`src/rtl/pipe_ctrl.sv`:
```
// pipe_ctrl: stall/flush controller for the 5-stage RV32 pipeline
// Ports:
//   clk, rst_n              clock (rising edge), asynchronous active-low reset
//   id_rs*_addr_i/used_i    source operands of the instruction in ID
//   ex_load_i, ex_we_i,
//   ex_waddr_i              EX instruction load flag, write enable, destination
//   ex_mc_i, mc_done_i      multi-cycle EX op request and its completion pulse
//   mc_start_o, mc_err_o    start pulse to the multi-cycle unit, timeout abort pulse
//   ex_branch_taken_i,
//   ex_branch_target_i      taken branch/jump resolved in EX and its target
//   mem_busy_i              data memory wait
//   stall_o[3:0]            hold PC, IF/ID, ID/EX, EX/MEM
//   flush_o[2:0]            bubble IF/ID, ID/EX, EX/MEM
//   pc_redirect_o,
//   pc_target_o             load PC with pc_target_o
//   busy_o                  waiting on the multi-cycle unit
//   stall_cnt_o             saturating count of cycles with the PC held
module pipe_ctrl #(
    parameter int MC_TIMEOUT = 64,
    parameter int CNT_W      = 32
) (
    input  logic             clk,
    input  logic             rst_n,
    input  logic [4:0]       id_rs1_addr_i,
    input  logic [4:0]       id_rs2_addr_i,
    input  logic             id_rs1_used_i,
    input  logic             id_rs2_used_i,
    input  logic             ex_load_i,
    input  logic             ex_we_i,
    input  logic [4:0]       ex_waddr_i,
    input  logic             ex_mc_i,
    input  logic             mc_done_i,
    input  logic             ex_branch_taken_i,
    input  logic [31:0]      ex_branch_target_i,
    input  logic             mem_busy_i,
    output logic [3:0]       stall_o,
    output logic [2:0]       flush_o,
    output logic             pc_redirect_o,
    output logic [31:0]      pc_target_o,
    output logic             mc_start_o,
    output logic             mc_err_o,
    output logic             busy_o,
    output logic [CNT_W-1:0] stall_cnt_o
);
    localparam logic [0:0] RUN     = 1'b0;
    localparam logic [0:0] MC_WAIT = 1'b1;
    localparam int TW = $clog2(MC_TIMEOUT + 1);

    logic [0:0]    state, state_nx;
    logic [TW-1:0] tcnt, tcnt_nx;
    logic          hazard;

    assign hazard = ex_load_i & ex_we_i & (ex_waddr_i != 5'd0) &
                    ((id_rs1_used_i & (id_rs1_addr_i == ex_waddr_i)) |
                     (id_rs2_used_i & (id_rs2_addr_i == ex_waddr_i)));

    // Outputs are gated by rst_n so they drop to 0 as soon as reset asserts.
    always_comb begin
        stall_o       = 4'b0000;
        flush_o       = 3'b000;
        pc_redirect_o = 1'b0;
        mc_start_o    = 1'b0;
        mc_err_o      = 1'b0;
        state_nx      = state;
        tcnt_nx       = tcnt;
        if (!rst_n) begin
            state_nx = RUN;
        end else if (mem_busy_i) begin
            stall_o = 4'b1111;
        end else if (state == MC_WAIT) begin
            if (mc_done_i) begin
                state_nx = RUN;
            end else begin
                stall_o = 4'b0111;
                flush_o = 3'b100;
                tcnt_nx = tcnt + 1'b1;
                if (tcnt == TW'(MC_TIMEOUT - 1)) begin
                    mc_err_o = 1'b1;
                    state_nx = RUN;
                end
            end
        end else if (ex_mc_i) begin
            mc_start_o = 1'b1;
            stall_o    = 4'b0111;
            flush_o    = 3'b100;
            state_nx   = MC_WAIT;
            tcnt_nx    = '0;
        end else if (ex_branch_taken_i) begin
            pc_redirect_o = 1'b1;
            flush_o       = 3'b011;
        end else if (hazard) begin
            stall_o = 4'b0011;
            flush_o = 3'b010;
        end
    end

    assign pc_target_o = pc_redirect_o ? ex_branch_target_i : 32'd0;
    assign busy_o      = rst_n & (state == MC_WAIT);

    always_ff @(posedge clk or negedge rst_n) begin
        if (!rst_n) begin
            state       <= RUN;
            tcnt        <= '0;
            stall_cnt_o <= '0;
        end else begin
            state <= state_nx;
            tcnt  <= tcnt_nx;
            if (stall_o[0] && stall_cnt_o != {CNT_W{1'b1}})
                stall_cnt_o <= stall_cnt_o + 1'b1;
        end
    end
endmodule

```
`config.mk`:
```
export PLATFORM = sky130hd
export DESIGN_NAME = pipe_ctrl
export DESIGN_NICKNAME = d
export VERILOG_FILES = /design/src/rtl/pipe_ctrl.sv
export SDC_FILE = /design/constraint.sdc
export NUM_CORES = 1
export LEC_CHECK = 0
export ABC_AREA = 1
export CORE_ASPECT_RATIO = 2
export CORE_UTILIZATION = 47
export DETAILED_ROUTE_END_ITERATION = 16
export MAX_ROUTING_LAYER = met4
export PLACE_DENSITY = 0.87
export RECOVER_POWER = 25
export SYNTH_ARGS = -nofsm -noshare
export SYNTH_HDL_FRONTEND = slang
export SYNTH_SLANG_ARGS = --single-unit
```
`constraint.sdc`:
```
create_clock -name clk -period 4 [get_ports clk]
set_clock_uncertainty 0.1 [all_clocks]
set_input_delay 0.8 -clock clk [delete_from_list [all_inputs] [get_ports clk]]
set_output_delay 0.8 -clock clk [all_outputs]
set_load 0.02 [all_outputs]
```
---- Yosys cells after proc, flatten, opt, wreduce, memory -nomap -nowiden ----
Index checks and enable logic that the tools add are counted.
W data, S select, Z words.
storage, ports and cells
  bits in registers ....................... 40
  bits in latches ......................... 0
  RAM bits ................................ 0
  bits in read-only memories .............. 0
  output and inout bits ................... 75
  logic and storage cells ................. 60
  memories kept ........................... 0
cells by class
  add/sub/neg operators ................... 2
  multiply operators ...................... 0
  div/mod/pow operators ................... 0
  magnitude comparators ................... 0
  eq/ne operators ......................... 6
  shift-type cells ........................ 0
  multiplexer cells ....................... 37
  bitwise gates (word level) .............. 8
  reduce and logical (&&, ||, !) cells .... 4
operators with widths
  cell                     number
  $add A32 B1 Y32 const B  1
  $mux W32                 1
  $ne A32 B32 Y1 const B   1
  $mux W3                  7
  $mux W7                  3
  $mux W1                  19
  $mux W4                  3
  $eq A5 B5 Y1             2
  $mux W2                  4
  $add A7 B1 Y7 const B    1
  $eq A7 B6 Y1 const B     1
  $and A1 B1 Y1            6
  $reduce_bool A5 Y1       1
  $ne A2 B2 Y1 const B     2
  $reduce_and A4 Y1        1
  $reduce_bool A2 Y1       1
  $logic_and A1 B1 Y1      1
  $not A1 Y1               1
  $or A1 B1 Y1             1

---- Logic depth before layout (Yosys ltp) ----
  depth in word-level cells ............... 11
  mapped depth ............................ 12
  mapped depth without buffers ............ 11

---- Worst setup path before layout ----
Ideal clock, no wire load.
  path kind ............................... input port to output port
  start ................................... input port ex_mc_i
  end ..................................... output port stall_o[1]
  data arrival time ....................... 2.025 ns
  required time ........................... 3.100 ns
  setup slack ............................. 1.075 ns
  stages .................................. 8
  buffers on the path ..................... 2
  cell sequence ........................... inv_1 nand2_1 nand2_1 o21ai_1 inv_1 nand2_2 buf_2 buf_4
on the way
  word-level cells in the longest chain between the ends .. 4
RTL lines
  item                line  RTL
  start: declaration  31    input logic ex_mc_i,
  $mux W3             82    end else if (ex_mc_i) begin
  $mux W4             70    end else if (state == MC_WAIT) begin
  $mux W4             68    end else if (mem_busy_i) begin
  $mux W4             66    if (!rst_n) begin
  end: declaration    36    output logic [3:0] stall_o,
Every way passes these cells.

---- Worst setup path after layout ----
  start ................................... input port ex_waddr_i[1]
  end ..................................... output port flush_o[1]
on the way
  word-level cells in the longest chain between the ends .. 10
  elaborated cells between the ends (all ways) .. 14
  classes of those cells .................. eq/ne (2); mux (6); bitwise (5); reduce/logical (1)
RTL lines
  item                                     line    RTL
  start: declaration                       30      input logic [4:0] ex_waddr_i,
  $eq A5 B5 Y1, on equally long branches   54, 55
  $and A1 B1 Y1, on equally long branches  54, 55
  $or A1 B1 Y1                             54      ((id_rs1_used_i & (id_rs1_addr_i == ex_waddr_i)) |
  $and A1 B1 Y1 *                          53      assign hazard = ex_load_i & ex_we_i & (ex_waddr_i != 5'd0) &
  $mux W2 *                                91      end else if (hazard) begin
  $mux W2 *                                88      end else if (ex_branch_taken_i) begin
  $mux W3 *                                82
  $mux W3 *                                70
  $mux W3 *                                68
  $mux W3 *                                66
  end: declaration                         37      output logic [2:0] flush_o,
Every way passes the cells marked *; elsewhere a longest branch is shown, timed or not.

==> impl_metrics.tcl <==
set metrics [dict create \
    timing.critical_path.mode_cell "sky130_fd_sc_hd__nand2_1" \
    type_of_element_capturing_the_critical_path "output pin" \
    layout-area-overhead-vs-synth_pct 48.8 \
    most_frequently_used_cell_type_in_the_post_synthesis_netlist "sky130_fd_sc_hd__nand2_1" \
    post_synth_most_frequent_cells "sky130_fd_sc_hd__nand2_1, sky130_fd_sc_hd__nor2_1, sky130_fd_sc_hd__inv_1" \
    timing.final.max_slew_violations 0 \
    finalCritPeriodShare 0.890 \
    drt-pass1-iter-count 4 \
    post_synth_instance_area_um2 3160 \
    fraction_of_layout_cells_with_a_size_suffix_above_1 0.0369 \
    routedLengthMet1_um 3650 \
    totalNegativeSetupSlack_ns 0 \
    rows 41 \
    synth_simple_gate_area_frac 0.493 \
    cp_max_fo 4 \
    path_class "input pin to output pin" \
    vias_per_inst 5.15 \
    first_global_vias 3825 \
    postLayoutCoreUtil 0.732 \
    cts_made_buffers 5 \
    io_pins 132 \
    synth.lib_cells_used.distinct 28 \
    post_cts.repair.setup_buffers 0 \
    start_util 0.492 \
    path_cells "clkdlybuf4s50_1, inv_1, nand2_1, nand2_1, nor2_1, nand3_1, nand2_1, a21oi_1, nor3_1, clkdlybuf4s50_1" \
    synth_async_sr_flop_share 1.00 \
    final.min_clock_period_ns 3.56 \
    buffer_ports.inserted 131 \
    fillerInstances 528 \
    report.final.setup_viol 0 \
    top_layer "met4" \
    globalRouteTotalUtil 0.320 \
    cts-root-buf "sky130_fd_sc_hd__clkbuf_16" \
    final_nets 709 \
    hold_viol 0 \
    synth_area_leaders "sky130_fd_sc_hd__dfrtp_1, sky130_fd_sc_hd__nand2_1, sky130_fd_sc_hd__nor2_1" \
    clkSlewWorstSetupHoldPaths_ns 0.06 \
    synth-adder-area-share 0.00793 \
    max_freq_ghz 0.281 \
    dieArea_um2 7070 \
    grt_start_max_net_pins 42 \
    critPathLaunchType "input pin" \
    clock_path_buffers 2 \
    timing.critical_path.required_ns 3.10 \
    synth_area_leader_cell "sky130_fd_sc_hd__dfrtp_1" \
    maxCapViolCount 0 \
    hold_path.class "flip-flop to flip-flop" \
    combinational_family_with_the_most_area_after_synthesis "simple AND/OR/NAND/NOR gates" \
    detail_route.drc_violations 0 \
    dr_total_vias 3796 \
    unrepaired_setup_endpoints_after_global_routing "false" \
    placed_area_um2 4520 \
    met3_length_um 513 \
    relSlewSlack 0.560 \
    cts_resized 0 \
    crit_path_max_incr_delay_ns 0.64 \
    ir_drop_mv 0.179 \
    finalInstanceArea_um2 4700 \
    postSynth.topFlopCell "sky130_fd_sc_hd__dfrtp_1" \
    htree_levels 2 \
    fraction_of_synthesized_area_in_multiplexers 0 \
    synthXorXnorAreaFrac 0.0472 \
    ys_seq_area_frac 0.317 \
    power_leakage_nw 2.33 \
    drt.antenna.violating_nets 0 \
    core_um2 6410 \
    synth_compound_area_frac 0.0163 \
    gpl_congestion 0.981 \
    hold_buf_count_cts 0 \
    floorplan_die_height_um 118 \
    die_w_um 59.9 \
    synth_top_area_share 0.317 \
    tritoncts "built" \
    synthesis.instances 521 \
    worst-slew-pin-transition_ns 0.656 \
    power_density_nw_per_um2 271 \
    wl_per_cell_um 14.3 \
    dp_hpwl_um 8510 \
    globalRouteOverflowTotal 0 \
    dr_wl_met2_um 5850 \
    numClockSinks 40 \
    grt_antenna_before_repair 0 \
    antenna_cells_inserted 0 \
    outcome "finished, final reports clean" \
    ys_warn_count 0 \
    drtIter0Drc 197 \
    synth.ff_latch_count 40 \
    routed_wl_um 10500 \
    syn_nets 580 \
    cp.arrival_ns 2.66 \
    clk_latency_worst_skew_pair_ns 0.29 \
    number_of_enable_flip_flop_cells_after_synthesis 0 \
    grt_first_pass_wirelength_um 16600 \
    cp_slowest_cell "sky130_fd_sc_hd__clkdlybuf4s50_1" \
    synthesis.area_per_instance_um2 6.06 \
]
==> report_power, final <==
group	total (mW)	internal, mW	leakage [nW]	switching (mW)
Combinational	0.315	0.149	1.69	0.166
Clock	0.476	0.312	0.0871	0.164
Sequential	0.482	0.433	0.550	0.0489
Total	1.27	0.894	2.33	0.379
==> final timing paths <==
check | startpoint | end | slack (ns) | cells past startpoint
worst max-delay path | ex_waddr_i[1] | flush_o[1] | 0.44 | 10
worst min-delay path | tcnt[0] | tcnt[0] | 0.41 | 1
worst max register to register | stall_cnt_o[0] | stall_cnt_o[15] | 1.30 | 11
worst min register to register | tcnt[0] | tcnt[0] | 0.41 | 1
max in group asynchronous | rst_n | stall_cnt_o[25] | 2.77 | 2
min in group asynchronous | rst_n | stall_cnt_o[23] | 0.67 | 2
==> per-stage QoR <==
step                hold WS, ns  setup slack, ns  total power, mW  cells
finish                    0.408            0.439             1.27    737
global route              0.433            0.305             1.32    737
CTS                       0.407            0.444             1.28    737
detailed placement        0.399            0.463            0.803    729
global placement          0.386            0.516            0.794    729
floorplan                 0.369             1.08            0.639    521
==> flip-flops by register name, summed over array words and instances, names as in the netlist <==
signal / flops
state: 1
stall_cnt_o: 32
tcnt: 7
==> layout make-up <==
class                   count  area (um2)  share of cell area
well taps                  86         108              0.0229
clock buffers               6         139              0.0296
inverters                  76         285              0.0608
repair buffers            136        1340               0.286
multi-input cells         391        1780               0.379
flip-flops and latches     40        1000               0.213
clock inverters             2        38.8             0.00826
==> kinds of logic after synthesis <==
logic type | count (synthesis)
simple gates | 362
compound gates | 10
buf+inv | 90
fa+ha+maj | 2
xor+xnor | 17
flops | 40
==> worst max-delay path: cells and delay by family <==
kind,cells,cell delay (ns)
buffers and inverters,3,1.22
AND/OR/NAND/NOR,6,0.56
AO/OA/AOI/OAI,1,0.07
==> placed cells by master, fill, tap and decap left out, types with 3 or more instances in the layout <==
cell	netlist	layout
sky130_fd_sc_hd__a21oi_1	6	6
sky130_fd_sc_hd__buf_4	2	5
sky130_fd_sc_hd__clkbuf_16	0	5
sky130_fd_sc_hd__clkdlybuf4s50_1	0	130
sky130_fd_sc_hd__dfrtp_1	40	40
sky130_fd_sc_hd__inv_1	73	73
sky130_fd_sc_hd__inv_2	3	3
sky130_fd_sc_hd__nand2_1	188	188
sky130_fd_sc_hd__nand2_2	3	3
sky130_fd_sc_hd__nand3_1	47	47
sky130_fd_sc_hd__nand3b_1	7	7
sky130_fd_sc_hd__nand4_1	4	4
sky130_fd_sc_hd__nor2_1	83	83
sky130_fd_sc_hd__nor2_4	3	3
sky130_fd_sc_hd__nor3_1	17	17
sky130_fd_sc_hd__nor3b_1	5	5
sky130_fd_sc_hd__xnor2_1	4	4
sky130_fd_sc_hd__xor2_1	13	13
==> metal layers <==
metal / global-route usage / vias up
met5: - / -
met4: 0.188 / 0
met3: 0.0363 / 37
met2: 0.592 / 179
met1: 0.292 / 1724
li1: - / 1856
No activity file was read; power rests on OpenSTA's default activity.
